**src/rtl/ped_light_ctrl_if.sv**
```systemverilog
// Signal bundle between the pedestrian controller and its environment:
// tick, button and car lamps in, pedestrian lamps and status out.
interface ped_light_ctrl_if;
  logic tick;
  logic pedReqN;
  logic redLight;
  logic yellowLight;
  logic greenLight;
  logic pedRed;
  logic pedGreen;
  logic reqPending;
  logic fault;

  modport master (
    output tick, pedReqN, redLight, yellowLight, greenLight,
    input  pedRed, pedGreen, reqPending, fault
  );

  modport slave (
    input  tick, pedReqN, redLight, yellowLight, greenLight,
    output pedRed, pedGreen, reqPending, fault
  );
endinterface

```
**src/rtl/ped_light_ctrl.sv**
```systemverilog
// Pedestrian crossing controller: latches button requests, runs clearance / walk / blink
// phases while the car side holds stop, and locks into a fault state on lamp conflicts.
module ped_light_ctrl #(
  parameter int unsigned SAFETY_TICKS = 10,
  parameter int unsigned WALK_TICKS   = 20,
  parameter int unsigned BLINK_TICKS  = 16,
  parameter int unsigned BLINK_HALF   = 4
) (
  input logic             clk,
  input logic             resetN,
  ped_light_ctrl_if.slave bus
);

  typedef enum logic [2:0] {StPedStop, StClear, StWalk, StBlink, StFault} state_e;

  localparam logic [7:0] SafetyLd = 8'(SAFETY_TICKS);
  localparam logic [7:0] WalkLd   = 8'(WALK_TICKS);
  localparam logic [7:0] BlinkLd  = 8'(BLINK_TICKS);
  localparam logic [7:0] HalfLd   = 8'(BLINK_HALF);

  state_e     state_q, state_d;
  logic [7:0] cnt_q, cnt_d;
  logic [7:0] phase_q, phase_d;
  logic       btn_q;
  logic       req_q, req_d;
  logic       red_q, red_d;
  logic       green_q, green_d;
  logic       fault_q, fault_d;

  logic car_stop, car_bad, req_evt, phase_end, walk_entry;

  assign car_stop  = bus.redLight & ~bus.yellowLight & ~bus.greenLight;
  assign car_bad   = bus.greenLight & (bus.redLight | bus.yellowLight);
  assign req_evt   = btn_q & ~bus.pedReqN;
  assign phase_end = bus.tick & (phase_q == 8'd1);

  always_ff @(posedge clk) begin
    if (resetN) begin
      state_q <= StPedStop;
      cnt_q   <= '0;
      phase_q <= '0;
      btn_q   <= 1'b1;
      req_q   <= 1'b0;
      red_q   <= 1'b1;
      green_q <= 1'b0;
      fault_q <= 1'b0;
    end else begin
      state_q <= state_d;
      cnt_q   <= cnt_d;
      phase_q <= phase_d;
      btn_q   <= bus.pedReqN;
      req_q   <= req_d;
      red_q   <= red_d;
      green_q <= green_d;
      fault_q <= fault_d;
    end
  end

  always_comb begin
    state_d = state_q;
    cnt_d   = cnt_q;
    phase_d = phase_q;
    if (car_bad) begin
      state_d = StFault;
    end else begin
      case (state_q)
        StPedStop: begin
          if (req_q && car_stop) begin
            state_d = StClear;
            cnt_d   = SafetyLd;
          end
        end
        StClear: begin
          // Losing car stop before clearance completes is a benign abort, not a fault.
          if (!car_stop) begin
            state_d = StPedStop;
          end else if (bus.tick) begin
            cnt_d = cnt_q - 8'd1;
            if (cnt_q == 8'd1) begin
              state_d = StWalk;
              cnt_d   = WalkLd;
            end
          end
        end
        StWalk: begin
          if (!car_stop) begin
            state_d = StFault;
          end else if (bus.tick) begin
            cnt_d = cnt_q - 8'd1;
            if (cnt_q == 8'd1) begin
              state_d = StBlink;
              cnt_d   = BlinkLd;
              phase_d = HalfLd;
            end
          end
        end
        StBlink: begin
          if (!car_stop) begin
            state_d = StFault;
          end else if (bus.tick) begin
            cnt_d   = cnt_q - 8'd1;
            phase_d = phase_end ? HalfLd : phase_q - 8'd1;
            if (cnt_q == 8'd1) state_d = StPedStop;
          end
        end
        StFault: state_d = StFault;
        default: state_d = StFault;
      endcase
    end
  end

  // A press landing on the walk-entry cycle survives the clear.
  assign walk_entry = (state_q == StClear) && (state_d == StWalk);

  always_comb begin
    req_d   = (state_d == StFault) ? 1'b0 : ((req_q & ~walk_entry) | req_evt);
    red_d   = (state_d == StPedStop) || (state_d == StClear) || (state_d == StFault);
    fault_d = (state_d == StFault);
    green_d = 1'b0;
    case (state_d)
      StWalk:  green_d = 1'b1;
      StBlink: green_d = (state_q != StBlink) ? 1'b1 : (green_q ^ phase_end);
      default: green_d = 1'b0;
    endcase
  end

  assign bus.pedRed     = red_q;
  assign bus.pedGreen   = green_q;
  assign bus.reqPending = req_q;
  assign bus.fault      = fault_q;

endmodule

```
**src/flat_wrapper.sv**
```systemverilog
// flat-port wrapper written by rule: the top's interface ports become plain ports
module ped_light_ctrl_flat 
#(
  parameter int unsigned SAFETY_TICKS = 10,
  parameter int unsigned WALK_TICKS   = 20,
  parameter int unsigned BLINK_TICKS  = 16,
  parameter int unsigned BLINK_HALF   = 4
)
  (clk, resetN, bus_tick, bus_pedReqN, bus_redLight, bus_yellowLight, bus_greenLight, bus_pedRed, bus_pedGreen, bus_reqPending, bus_fault);
  ped_light_ctrl_if bus_i ();
  input logic clk;
  input logic resetN;
  input wire logic [$bits(bus_i.tick)-1:0] bus_tick;
  input wire logic [$bits(bus_i.pedReqN)-1:0] bus_pedReqN;
  input wire logic [$bits(bus_i.redLight)-1:0] bus_redLight;
  input wire logic [$bits(bus_i.yellowLight)-1:0] bus_yellowLight;
  input wire logic [$bits(bus_i.greenLight)-1:0] bus_greenLight;
  output wire logic [$bits(bus_i.pedRed)-1:0] bus_pedRed;
  output wire logic [$bits(bus_i.pedGreen)-1:0] bus_pedGreen;
  output wire logic [$bits(bus_i.reqPending)-1:0] bus_reqPending;
  output wire logic [$bits(bus_i.fault)-1:0] bus_fault;
  assign bus_i.tick = bus_tick;
  assign bus_i.pedReqN = bus_pedReqN;
  assign bus_i.redLight = bus_redLight;
  assign bus_i.yellowLight = bus_yellowLight;
  assign bus_i.greenLight = bus_greenLight;
  assign bus_pedRed = bus_i.pedRed;
  assign bus_pedGreen = bus_i.pedGreen;
  assign bus_reqPending = bus_i.reqPending;
  assign bus_fault = bus_i.fault;
  ped_light_ctrl #(.SAFETY_TICKS(SAFETY_TICKS), .WALK_TICKS(WALK_TICKS), .BLINK_TICKS(BLINK_TICKS), .BLINK_HALF(BLINK_HALF)) u_core (.clk(clk), .resetN(resetN), .bus(bus_i));
endmodule
```
**config.mk**
```make
export PLATFORM = sky130hd
export DESIGN_NAME = ped_light_ctrl_flat
export DESIGN_NICKNAME = d
export VERILOG_FILES = /design/src/rtl/ped_light_ctrl_if.sv /design/src/rtl/ped_light_ctrl.sv /design/src/flat_wrapper.sv
export SDC_FILE = /design/constraint.sdc
export NUM_CORES = 1
export LEC_CHECK = 0
export BUFFER_PORTS_ARGS = -buffer_cell sky130_fd_sc_hd__buf_2
export CAP_MARGIN = 20
export CORE_MARGIN = 4
export CORE_UTILIZATION = 46
export DETAILED_ROUTE_END_ITERATION = 8
export HOLD_SLACK_MARGIN = 0.02
export PLACE_DENSITY = 0.67
export SLEW_MARGIN = 20
export SYNTH_ARGS = -nofsm -noshare
export SYNTH_HDL_FRONTEND = slang
export SYNTH_SLANG_ARGS = --single-unit
```
**constraint.sdc**
```tcl
create_clock -name clk -period 2.35 [get_ports clk]
set_input_delay 0.1175 -clock clk [delete_from_list [all_inputs] [get_ports clk]]
set_output_delay 0.1175 -clock clk [all_outputs]
set_load 0.05 [all_outputs]
```
; Word-level counts from Yosys, hierarchy flattened
; Index checks and enable logic that the tools add are counted.
[classes]
addsub = 2
multipliers = 0
div = 0
n_lt_le_gt_ge = 0
n_eq_ne = 18
shift = 0
n_mux = 31
n_bitwise = 14
n_reduce_logical = 11
[ops]
columns = operator, count
row1 = $mux W8, 15
row2 = $mux W3, 11
row3 = $pmux W8 S4, 1
row4 = $eq A8 B1 Y1 const B, 2
row5 = $pmux W8 S2, 1
row6 = $sub A8 B1 Y8 const B, 2
row7 = $eq A3 B2 Y1 const B, 4
row8 = $pmux W3 S4, 1
row9 = $ne A2 B1 Y1 const B, 5
row10 = $reduce_and A9 Y1, 1
row11 = $reduce_and A7 Y1, 1
row12 = $and A1 B1 Y1, 6
row13 = $eq A3 B1 Y1 const B, 2
row14 = $logic_not A3 Y1, 2
row15 = $ne A2 B2 Y1 const B, 3
row16 = $not A1 Y1, 5
row17 = $reduce_bool A4 Y1, 1
row18 = $eq A3 B3 Y1 const B, 1
row19 = $ne A3 B2 Y1 const B, 1
row20 = $logic_and A1 B1 Y1, 2
row21 = $logic_or A1 B1 Y1, 2
row22 = $or A1 B1 Y1, 2
row23 = $pmux W1 S2, 1
row24 = $reduce_bool A2 Y1, 1
row25 = other kinds (3), 3
[totals]
reg_bits = 24
latch_bits = 0
ramBits = 0
mem_bits_ro = 0
input_bits = 7
out_inout_bits = 4
elab_cells = 84
n_memories = 0

; Longest topological paths before layout
[depth]
word_depth = 12
ltp_mapped = 8
depth_no_buf = 7

; Worst setup path before layout
; No wires, ideal clock.
[synth_path]
path_kind = reg2reg
startpoint = register u_core.req_q, in the netlist u_core.bus.reqPending
endpoint = register u_core.cnt_q[4]
setup_time_ns = 0.086
arrival_ns = 2.003
required_ns = 2.264
slack_ns = 0.261
stages_incl_launch_ff = 6
n_path_buf = 0
period_less_slack_ns = 2.089
path_cell_list = dfxtp_1 > or3b_2 > a22o_1 > a211oi_2 > o21ai_0 > a211oi_1
[synth_between]
elab_chain_cells = 3
[synth_rtl]
columns = item, line_no
row1 = from (decl), ped_light_ctrl.sv:25  ; logic req_q, req_d;
row2 = from (signal assigned), ped_light_ctrl.sv:52  ; req_q <= req_d;
row3 = $logic_and A1 B1 Y1, ped_light_ctrl.sv:68  ; if (req_q && car_stop) begin
row4 = $ne A2 B1 Y1 (no source line), --
row5 = $reduce_and A9 Y1 (no source line), --
row6 = to (signal assigned), ped_light_ctrl.sv:49  ; cnt_q <= cnt_d;
row7 = to (decl), ped_light_ctrl.sv:22  ; logic [7:0] cnt_q, cnt_d;
; No other way between the ends.
; A chain may end at the register's enable or synchronous reset.

; Final worst setup path
[layout_path]
startpoint = register u_core.cnt_q[1]
endpoint = register u_core.phase_q[6]
[layout_between]
elab_chain_cells = 3
[layout_rtl]
columns = item, line_no
row1 = $eq A8 B1 Y1, ped_light_ctrl.sv:90  ; if (cnt_q == 8'd1) begin
row2 = $ne A2 B1 Y1 (no source line), --
row3 = $reduce_and A7 Y1 (no source line), --
row4 = to (signal assigned), ped_light_ctrl.sv:50  ; phase_q <= phase_d;
row5 = to (decl), ped_light_ctrl.sv:23  ; logic [7:0] phase_q, phase_d;
; No other way between the ends.

==> metrics.md <==
| Metric | Value |
|---|---|
| Status | completed |
| Placed instance area | 1506 µm² |
| Total CTS buffers | 3 |
| Global-route wire length before repair | 5.844 mm |
| Yosys top cell by area | dfxtp_1 |
| Diodes inserted | 0 |
| Design Area, Final | 1578 µm² |
| Fin. Hold Viols | 0 |
| CP Data Arrival Time | 2.44 ns |
| # clock sinks | 24 |
| DR vias/cell | 6.115 |
| Maximum vdd drop | 0.0005469 V |
| Asr flop ratio synth | 0 |
| Synthesized Nets | 194 |
| Num rows | 19 |
| Min Clock Period, post-route | 2.174 ns |
| Number of different library cells in the post-synthesis netlist | 44 |
| Synth warn | 0 |
| Die Span Y | 63.47 µm |
| Setup Skew | 0.01912 ns |
| Final Max Tran Viols | 0 |
| Gr ovfl total | 0 |
| Area of the multi-input gates | 882.1 µm² |
| Worst setup EP type | flip-flop |
| Setup tns final | 0 ns |
| Total number of vias | 1382 |
| WP data required | 2.62 ns |
| Register area share after synthesis | 0.3395 |
| Avg Cell Area, Syn | 7.733 µm² |
| Clk_lat worst skew | 0.32 ns |
| CTS tree | done |
| Final setup viols | 0 |
| Synth area leaders | dfxtp_1 (34%), a21oi_1 (7.1%), o21ai_0 (5.3%) |
| Core Util, Final | 0.5531 |
| Share of cells above drive strength 1 | 0.1590 |
| Wirelength per Cell | 15.01 µm |
| Fin crit share | 0.9250 |
| Crit Reg-Reg Startpoint | u_core.cnt_q[1] |
| Die footprint | 4028 µm² |
| Largest net degree at the start of global routing | 26 |
| Initial antenna violation count | 0 |
| H-tree depth | 1 |
| EDFF count, synth | 0 |
| Pwr/cell area | 485.8 nW/µm² |
| DR iter-0 viols | 83 |
| RD Place Congestion | 0.7879 |
| CTS root buffer | clkbuf_4 |
| Hold Path Origin | resetN |
| Cells after Synth | 183 |
| Worst Tran Pin Value | 0.5621 ns |
| Vias in the first global route | 1328 |
| I/O pins | 11 |
| Post-synth top area share | 0.3395 |
| Buffers on Ports | 10 |
| CTS Buffer Depth | 2 |
| Main flop type after synthesis | dfxtp_1 |
| Synth-to-Final Area Change | 11.49% |
| Critical path class | reg2reg |
| Final ANT Viol Nets | 0 |
| Worst Path Max Fanout | 9 |
| HPWL Detailed | 2.512 mm |
| Clock slew at reported path FFs | 0.15 ns |
| Overall Global Routing Usage | 0.1755 |
| RSZ-0062 raised after global routing | no |
| Highest clock rate | 460.0 MHz |
| Core area | 2853 µm² |
| Seq cells post-synth | 24 |
| Fin nets | 207 |
| Initial cell density of the core | 0.4961 |
| Crit start category | flip-flop |
| Remaining DRCs | 0 |
| Horiz. Die Dim | 63.47 µm |
| Slew margin rel. | 0.6218 |
| Mapped Area | 1415 µm² |
| FILL cells | 272 |
| Critical path startpoint | u_core.cnt_q[1] |
| Drt first pass iters | 4 |
| Total wire length | 3.393 mm |
| Worst hold path type | in2reg |
| Sequential Area | 480.5 µm² |
| Leak | 0.5782 nW |
| Max cap viols | 0 |
[cell usage after synthesis (all sizes together) (3+ instances only)]
cell and instances:
nand3 6, dfxtp 24, ha 4, nor3 7, nor4 3, inv 9, a21oi 20, a211oi 4
nand2b 3, a31oi 3, o21ai 16, or3 6, nor2 19, o41ai 3, clkbuf 5, nand3b 3
nand2 18
[worst paths after layout]
kind | to | slack [ns] | cells after the start
hold / removal | u_core.bus.fault | 0.21 | 2
hold reg to reg | u_core.phase_q[1] | 0.50 | 2
setup / recovery | u_core.phase_q[6] | 0.18 | 7
setup reg to reg | u_core.phase_q[6] | 0.18 | 7
[report_power, final]
group / switching, W / leakage (nW) / internal, W
clock: 0.000128 / 0.0279 / 0.000173
sequential: 0.00000641 / 0.194 / 0.000412
combinational: 0.0000313 / 0.356 / 0.0000168
[cells in the final DEF, fill, tap and decap left out, types with 5 or more instances in the layout]
cell / synthesis / final
dfxtp_1: 24 / 24
a21oi_1: 20 / 20
nand2_1: 18 / 18
nor2_1: 17 / 17
o21ai_0: 15 / 15
buf_2: 1 / 10
inv_1: 9 / 9
nor3_1: 7 / 7
nand3_1: 6 / 6
or3_1: 5 / 5
[final cells by class]
| class | instances | share of cell area |
|---|---|---|
| Clock buffer | 3 | 0.01427 |
| Sequential cell | 24 | 0.3045 |
| Tap cell | 31 | 0.02458 |
| Multi-Input combinational cell | 143 | 0.5591 |
| Clock inverter | 1 | 0.01903 |
| Timing Repair Buffer | 15 | 0.05710 |
| Inverter | 9 | 0.02141 |
[per-layer routing]
metal | routed length [µm] | vias up | GRT usage | part of all wire
met2 | 1675 | 32 | 0.3220 | 0.49
met1 | 1551 | 650 | 0.2061 | 0.46
met3 | 146 | 2 | 0.04263 | 0.043
li1 | - | 698 | - | -
met5 | 0 | - | 0 | 0
met4 | 20 | 0 | 0.03235 | 0.0059
[flip-flops by register name (all words and copies together) (netlist names)]
name / flops
u_core.bus.pedRed: 1
u_core.phase_q: 8
u_core.cnt_q: 8
u_core.bus.pedGreen: 1
u_core.state_q: 3
u_core.bus.fault: 1
u_core.bus.reqPending: 1
u_core.btn_q: 1
[critical path: stages, from the launching register on]
cell and delay (ns):
dfxtp_1 0.34, inv_1 0.11, ha_1 0.19, or4b_4 0.50, nor2_4 0.16, o21ai_2 0.14, or4_1 0.54, a21oi_1 0.15
[cells by family (layout without fill, tap and decap cells)]
| group | Yosys count | in the layout | share of synthesized area |
|---|---|---|---|
| XOR/XNOR | 2 | 2 | 0.01238 |
| buffers and inverters | 16 | 28 | 0.04332 |
| AO/OA/AOI/OAI | 55 | 55 | 0.2493 |
| adder cells (fa/ha/maj) | 4 | 4 | 0.03537 |
| AND/OR/NAND/NOR | 82 | 82 | 0.3201 |
| flip-flops | 24 | 24 | 0.3395 |
[through the flow]
stage,power [W],std cells,worst slack (ns),hold slack [ns]
finish,0.0007664,226,0.1762,0.2085
CTS,0.0007699,226,0.1113,0.2112
global route,0.0007916,226,0.02104,0.2123
detailed placement,0.0004728,221,0.1310,0.3217
global placement,0.0004704,221,0.2496,0.3166
floorplan,0.0004561,183,0.2611,0.2213
[what timing repair did]
item | 4_1_cts | 5_1_grt
setup buffers | 0 | 0
hold buffers | 1 | 0
endpoints found under the setup margin | 0 | 5
endpoints found under the hold margin | 1 | 0
resized for setup | 0 | 2
Note: power is estimated with default switching activity, not from simulation.
